<file path="src/rtl/lpc_residual_filter.sv">
// -----------------------------------------------------------------------------
// lpc_residual_filter
//
// Order-10 LPC analysis (whitening) filter. For every accepted sample x[n]
// the block walks the external coefficient file one entry per cycle through a
// one-hot read select, accumulates the prediction p[n] = sum a_k * x[n-k]
// (k = 1..10) at full precision, then emits the saturated residual
// e[n] = x[n] - p[n] on a valid/ready stream. The 10-deep sample history is
// owned here and advances once per residual.
//
// Ports:
//   clk           clock, rising-edge
//   reset_n       asynchronous active-low reset
//   sample_in     signed input sample x[n]
//   sample_valid  sample_in is valid
//   sample_ready  block can accept a sample this cycle (state == IDLE)
//   hist_clr      synchronous history clear, honoured only in IDLE
//   coef_rsel     one-hot coefficient read select, bit k-1 selects a_k
//   coef_din      signed coefficient (COEF_FRAC fractional bits) for coef_rsel
//   res_out       signed saturated residual e[n]
//   res_valid     res_out is valid
//   res_ready     downstream accepts res_out
//
// state | meaning
// ------+---------------------------------------------------------------
// IDLE  | waiting for a sample; hist_clr honoured here
// MAC   | 10 multiply-accumulate cycles, one coefficient per cycle
// OUT   | first cycle rounds/saturates and shifts history (res_pend),
//       | then holds res_out/res_valid until res_ready
// -----------------------------------------------------------------------------
module lpc_residual_filter #(
    parameter int SAMPLE_W  = 16,
    parameter int COEF_FRAC = 28,
    parameter int ACC_W     = 52
) (
    input  logic                clk,
    input  logic                reset_n,
    input  logic [SAMPLE_W-1:0] sample_in,
    input  logic                sample_valid,
    output logic                sample_ready,
    input  logic                hist_clr,
    output logic [9:0]          coef_rsel,
    input  logic [31:0]         coef_din,
    output logic [SAMPLE_W-1:0] res_out,
    output logic                res_valid,
    input  logic                res_ready
);

    localparam int ORDER  = 10;
    localparam int PROD_W = 32 + SAMPLE_W;

    // Saturation bounds expressed at the ACC_W+1 difference width.
    localparam logic signed [ACC_W:0] SAT_MAX =
        {{(ACC_W - SAMPLE_W + 2){1'b0}}, {(SAMPLE_W - 1){1'b1}}};
    localparam logic signed [ACC_W:0] SAT_MIN =
        {{(ACC_W - SAMPLE_W + 2){1'b1}}, {(SAMPLE_W - 1){1'b0}}};

    // Half an LSB of the integer prediction, for round-half-up.
    localparam logic signed [ACC_W-1:0] RND_HALF = ACC_W'(1) << (COEF_FRAC - 1);

    typedef enum logic [1:0] {
        IDLE = 2'd0,
        MAC  = 2'd1,
        OUT  = 2'd2
    } state_t;

    state_t                     state;
    logic                       res_pend;
    logic [3:0]                 mac_step;
    logic signed [ACC_W-1:0]    acc;
    logic signed [SAMPLE_W-1:0] x_cur;
    // hist[i] holds x[n-1-i], i.e. hist[0] is the k=1 tap.
    logic signed [SAMPLE_W-1:0] hist [ORDER];

    logic signed [SAMPLE_W-1:0] hist_sel;
    logic signed [31:0]         coef_s;
    logic signed [PROD_W-1:0]   prod;
    logic signed [ACC_W-1:0]    prod_ext;
    logic signed [ACC_W-1:0]    acc_next;
    logic signed [ACC_W-1:0]    acc_rnd;
    logic signed [ACC_W-1:0]    pred;
    logic signed [ACC_W:0]      diff;
    logic signed [SAMPLE_W-1:0] res_sat;

    assign sample_ready = (state == IDLE);

    // The history tap follows the one-hot select, so the coefficient and
    // sample paired in a product always refer to the same k.
    always_comb begin
        hist_sel = '0;
        for (int i = 0; i < ORDER; i++) begin
            if (coef_rsel[i]) begin
                hist_sel = hist[i];
            end
        end
    end

    assign coef_s   = $signed(coef_din);
    assign prod     = coef_s * hist_sel;
    assign prod_ext = {{(ACC_W - PROD_W){prod[PROD_W-1]}}, prod};
    assign acc_next = acc + prod_ext;

    assign acc_rnd = acc + RND_HALF;
    assign pred    = acc_rnd >>> COEF_FRAC;
    assign diff    = $signed({{(ACC_W + 1 - SAMPLE_W){x_cur[SAMPLE_W-1]}}, x_cur})
                   - $signed({pred[ACC_W-1], pred});

    always_comb begin
        res_sat = diff[SAMPLE_W-1:0];
        if (diff > SAT_MAX) begin
            res_sat = SAT_MAX[SAMPLE_W-1:0];
        end else if (diff < SAT_MIN) begin
            res_sat = SAT_MIN[SAMPLE_W-1:0];
        end
    end

    always_ff @(posedge clk or negedge reset_n) begin
        if (!reset_n) begin
            state     <= IDLE;
            res_pend  <= 1'b0;
            res_valid <= 1'b0;
            res_out   <= '0;
            coef_rsel <= '0;
            acc       <= '0;
            mac_step  <= '0;
            x_cur     <= '0;
            for (int i = 0; i < ORDER; i++) begin
                hist[i] <= '0;
            end
        end else begin
            case (state)
                IDLE: begin
                    // A clear is applied before the accepted sample is
                    // processed, since MAC only reads history later.
                    if (hist_clr) begin
                        for (int i = 0; i < ORDER; i++) begin
                            hist[i] <= '0;
                        end
                    end
                    if (sample_valid) begin
                        x_cur     <= sample_in;
                        acc       <= '0;
                        coef_rsel <= 10'h001;
                        mac_step  <= '0;
                        state     <= MAC;
                    end
                end

                MAC: begin
                    acc <= acc_next;
                    if (mac_step == 4'd9) begin
                        coef_rsel <= '0;
                        mac_step  <= '0;
                        res_pend  <= 1'b1;
                        state     <= OUT;
                    end else begin
                        coef_rsel <= {coef_rsel[8:0], 1'b0};
                        mac_step  <= mac_step + 4'd1;
                    end
                end

                OUT: begin
                    if (res_pend) begin
                        res_pend  <= 1'b0;
                        res_out   <= res_sat;
                        res_valid <= 1'b1;
                        for (int i = ORDER - 1; i > 0; i--) begin
                            hist[i] <= hist[i-1];
                        end
                        hist[0] <= x_cur;
                    end else if (res_ready) begin
                        res_valid <= 1'b0;
                        state     <= IDLE;
                    end
                end

                default: begin
                    state     <= IDLE;
                    coef_rsel <= '0;
                    res_valid <= 1'b0;
                    res_pend  <= 1'b0;
                end
            endcase
        end
    end

endmodule

</file>
<file path="config.mk">
export PLATFORM = sky130hd
export DESIGN_NAME = lpc_residual_filter
export DESIGN_NICKNAME = d
export VERILOG_FILES = /design/src/rtl/lpc_residual_filter.sv
export SDC_FILE = /design/constraint.sdc
export NUM_CORES = 2
export LEC_CHECK = 0
export ABC_AREA = 1
export CAP_MARGIN = 30
export CELL_PAD_IN_SITES_DETAIL_PLACEMENT = 1
export CELL_PAD_IN_SITES_GLOBAL_PLACEMENT = 2
export CORE_AREA = 2 2 297 299
export CTS_CLUSTER_SIZE = 30
export DETAILED_ROUTE_END_ITERATION = 6
export DIE_AREA = 0 0 299 301
export GPL_ROUTABILITY_DRIVEN = 0
export PLACE_DENSITY = 0.94
export SYNTH_ARGS = -nofsm -noshare
export SYNTH_HDL_FRONTEND = slang
export SYNTH_SLANG_ARGS = --single-unit
</file>
<file path="constraint.sdc">
create_clock -name clk -period 9 [get_ports clk]
set_input_delay 2.25 -clock clk [delete_from_list [all_inputs] [get_ports clk]]
set_output_delay 2.25 -clock clk [all_outputs]
set_load 0.005 [all_outputs]
</file>
# Word-level counts from Yosys, hierarchy flattened
# Cells that the tools add are included.
# word_totals
in_bits	53
output_inout_bits	28
mem_count	0
ram_bits	0
rom_bits	0
latchBits	0
elab_cells	83
register_bits	262
# op_classes
n_mul	1
shift	0
muxes	33
order_cmp	2
n_bitwise	3
addsub	4
n_eq_ne	10
div_mod_pow	0
reduce_logical	12
# ops
operator	n
$mux 160	2
$pmux 160 s2	1
$mux 16	12
$pmux 52 s2	1
$add 52x29->52 const B	1
$add 52x48->52	1
$mux 52	1
$mul 32x16->48	1
$pmux 10 s3	1
$gt 25x16->1 const B	1
$lt 25x16->1 const B	1
$sub 16x24->25	1
$mux 10	2
$reduce_and 2->1	6
$ne 2x2->1 const B	5
$mux 2	4
$mux 4	2
$pmux 4 s2	1
$pmux 2 s3	1
$add 4x1->4 const B	1
$eq 4x4->1 const B	1
$pmux 1 s2	2
$reduce_and 4->1	1
$reduce_bool 2->1	2
other kinds (9)	13

# Logic depth before layout (Yosys ltp)
# logic_depth
word_depth	13
ltp_mapped	43
mapped_depth_nobuf	42

# Worst setup path after synthesis
# No wires, ideal clock.
# synth_timing
path_kind	input-to-reg
from	in coef_din[31]
to	reg acc[46]
stages	23
path_buffers	1
t_arrival_ps	7605
setup_time_ps	126
setup_slack_ps	1269
path_cell_list	buf_1 nand3_1 fa_1 inv_1 fa_1 inv_1 fa_1 inv_1 fa_1 fa_1 inv_1 fa_1 inv_1 ha_1 nand2_1 nor2_1 inv_1 nor4_1 nand4_1 nand3_1 nand2_1 nand2_1 o22ai_1
# synth_between
elab_chain_cells	3
# synth_lines
item	line_no	source
start: declaration	43	input logic [31:0] coef_din,
$mul 32x16->48	99	assign prod = coef_s * hist_sel;
$add 52x48->52	101	assign acc_next = acc + prod_ext;
$pmux 52 s2	131	case (state)
end signal: assignment	150	acc <= acc_next;
end: declaration	70	logic signed [ACC_W-1:0] acc;
# Every way passes these cells.
# A chain may end at the register's enable or synchronous reset.

# Worst setup path in the final report
# layout_timing
from	in coef_din[31]
to	reg acc[45]
# The elaborated chain is that of the path after synthesis.

==> qor.csv <==
stage;metric;value;unit
sta;layout_worst_path_cycle_share;98.28;%
drt;wire_per_inst;21.42;um
die;row_count;108;
worst_hold_path;worstHoldEndpoint;res_out[1];
yosys;synth-main-ff-cell;dfrtp_1;
run_status;status;finished, violations left;
layout;layout.cells.most_common_list;887 x inv_1, 633 x nand2_1, 560 x nand3_1;
sta;fin_worst_hold_slack;488.1;ps
setup_path;cp_max_fo;5;
yosys;synth_top_area_share;32.24;%
die;io-pin-count;81;
global_routing;globalRouteTotalUtil;26.58;%
setup_path;worst-endpoint-required;9440;ps
clock_network;total_cts_buffers;31;
yosys;ys.warnings.count;0;
drt;wl;117.6;mm
sta;timing.setup.tns;0;ps
yosys;syn-num-nets;5053;
layout;instances_no_fill;5488;
sta;number_of_pins_exceeding_their_max_slew_limit_in_the_final_report;0;
sta;grt_setup_unrepaired;false;
setup_path;critPathBufInv;6;
sta;fmaxAchievable;113.1;MHz
setup_path;critical_path_cell_by_cell;clkdlybuf4s50_1 > inv_1 > nor2_1 > fa_1 > fa_1 > buf_4 > fa_1 > fa_1 > fa_1 > inv_1 > fa_1 > inv_1 > ha_1 > nand2_1 > nor2_1 > inv_1 > nor3_1 > nand4_1 > nand3_1 > a21oi_1 > o21ai_0 > o21ai_0;
sta;layout_min_cycle_time;8845;ps
drt;via_per_inst;5.433;
yosys;synth-edff-count;0;
setup_path;most_used_cell_cp;fa_1;
drt;drc_errors;3;
setup_path;critical_path.reg2reg.endpoint;acc[45];
drt;dr.pass1.iters;7;
die;initial_utilization;39.85;%
clock_network;h-tree-depth;1;
setup_path;timing.critical_path.max_delay_family;adder cells;
clock_network;clock_insertion_delay_worst_skew;580;ps
global_routing;antenna_found_initial;3;
die;dieWidth;299;um
yosys;post_synth_num_cell_types;53;
die;die_h;301;um
layout;number_of_nets_in_the_layout;5083;
sta;setup-violations-final;0;
setup_path;cp_data_arrival_time;9280;ps
setup_path;critical_path.reg2reg.startpoint;coef_rsel[1];
drt;detailroute.via_count;29815;
layout;utilization;43.95;%
yosys;netlist_instances;4279;
flow_run;max-cap-violations;0;
yosys;ys_seq_elements;262;
place;io_buffers;80;
drt;final_antenna_net_count;0;
global_routing;grt_use_met2;45.05;%
die;die_area;0.09000;sq mm
yosys;synth_top_cells_by_area;fa_1 32%, dfrtp_1 19%, inv_1 9.7%;
layout;most_common_library_cell_in_the_layout_ignoring_fill_and_taps;inv_1;
setup_path;critPathKind;primary input to flop;
worst_hold_path;holdPathStages;2;
drt;drtIter0Drc;2184;
layout;layout-area-overhead-vs-synth;10.31;%
setup_path;setup.worst_path.start;coef_din[31];
clock_network;clk_path_buf_depth;3;
run_status;violations;DRC;
global_routing;grt_pass1_vias;33031;
place;detailed_place_hpwl;94.45;mm
die;fp.coreArea;0.08648;sq mm
yosys;synth-async-reset-ratio;100.0;%
setup_path;timing.critical_path.slowest_stage_cell;fa_1;
yosys;synth_top_area_cell;fa_1;
yosys;syn_area_per_cell;8.053;sq um
setup_path;setup.reg_to_reg.worst_slack;370;ps
clock_network;post_cts_setup_repair_bufs;0;
global_routing;grt_max_degree;148;
sta;tightestPinTransition;899.6;ps
yosys;synth.yosys.seq_area_share;19.03;%
setup_path;worst_r2r_path_depth;34;
yosys;post_synth_instance_area;0.03446;sq mm
global_routing;globalRoute.totalOverflow;0;
clock_network;cts_tree;done;
setup_path;critical_path.startpoint_type;primary input;
worst_hold_path;hold_path.startpoint;res_out[1];
global_routing;met3_usage;3.434;%
worst_hold_path;holdCritPathClass;flop to flop;
clock_network;post_cts.resized_instances;0;
sta;skew;17.55;ps
clock_network;clk_pin_slew_worst_paths;60;ps
setup_path;timing.critical_path.slowest_cell_delay;760;ps
setup_path;setup.worst_path.end_class;flop;
global_routing;grt_busiest_layer;met2;
place;numPlacedInstances;5428;
global_routing;globalRouteMet1Util;35.80;%
layout;layout-drive-gt1-share;6.256;%
global_routing;grt_first_pass_wirelength;188.3;mm
clock_network;ctsHoldBuffers;0;
sta;hold_viol_final;0;
clock_network;clock_tree_root_driver_cell;clkbuf_16;
sta;timing.slew.headroom;40.02;%
clock_network;clkSinkCount;262;
==> worst min-delay path: stages, from the launching register on <==
cell     delay (ps)
dfrtp_1         350
nand2_1          60
nand2_1          50
==> state kept, by name (all words and copies together), names as in the netlist <==
signal,flops
mac_step,4
coef_rsel,10
res_out,16
res_valid,1
res_pend,1
state,2
hist,160
x_cur,16
acc,52
==> metrics by stage <==
stage | worst slack (ps) | area (sq um)
2_1_floorplan | 1269 | 34460
3_3_place_gp | -75.73 | 36780
3_5_place_dp | -172.4 | 36890
4_1_cts | 402.6 | 37940
5_1_grt | 87.13 | 38010
6_report | 155.0 | 38010
==> area by class of cell <==
| type | count | area (sq um) |
|---|---|---|
| antenna | 1 | 2.502 |
| clock buffer | 45 | 898.4 |
| clock inverter | 11 | 148.9 |
| fill | 10530 | 48470 |
| inverter | 903 | 3390 |
| multi-input combinational | 2913 | 23690 |
| sequential | 262 | 6556 |
| tap | 1155 | 1445 |
| timing repair buffer | 198 | 1882 |
==> how the worst max path moves through the flow <==
stage | depth (start not counted) | slack, ps | endpoint
floorplan | 23 | 1270 | acc[46]
global placement | 22 | -80 | acc[45]
detailed placement | 22 | -170 | acc[45]
CTS | 22 | 400 | acc[45]
global route | 34 | 90 | acc[45]
finish | 22 | 160 | acc[45]
==> cells in the mapped netlist (4+ instances only) <==
cell / instances
nor3_1: 15
nor2_1: 336
inv_1: 887
clkinv_1: 7
xor2_1: 32
o21ai_1: 27
a31oi_1: 9
fa_1: 555
xnor2_1: 21
dfrtp_1: 262
a21oi_2: 10
nand4_1: 18
nand2_1: 636
nand3_2: 12
inv_2: 9
clkbuf_1: 119
a22o_1: 5
a21o_1: 8
nand3_1: 560
o21ai_0: 190
nor2_4: 6
ha_1: 166
o21a_1: 12
o211ai_1: 19
o221ai_1: 7
nand3b_1: 6
buf_4: 5
or2_2: 14
buf_1: 19
o22ai_1: 13
nand2_2: 14
o21bai_1: 4
nor4_1: 4
nor2_2: 24
buf_2: 55
a21oi_1: 172
==> cells by family after synthesis <==
family,share of synthesized area (%)
adders and majority gates,38.27
AOI/OAI and AO/OA,7.864
DFF,19.03
xor gates and xnor gates,1.394
and+or+nand+nor,21.09
buffers and inverters,12.36
==> routing by layer <==
layer,wire length [um],vias up
li1,-,13260
met1,50390,15441
met2,57000,879
met3,6546,233
met4,3630,2
met5,13,-
Power is left out: the tool's default activity adds up to more than one toggle a clock period on the data nets, which glitch-free logic cannot reach.
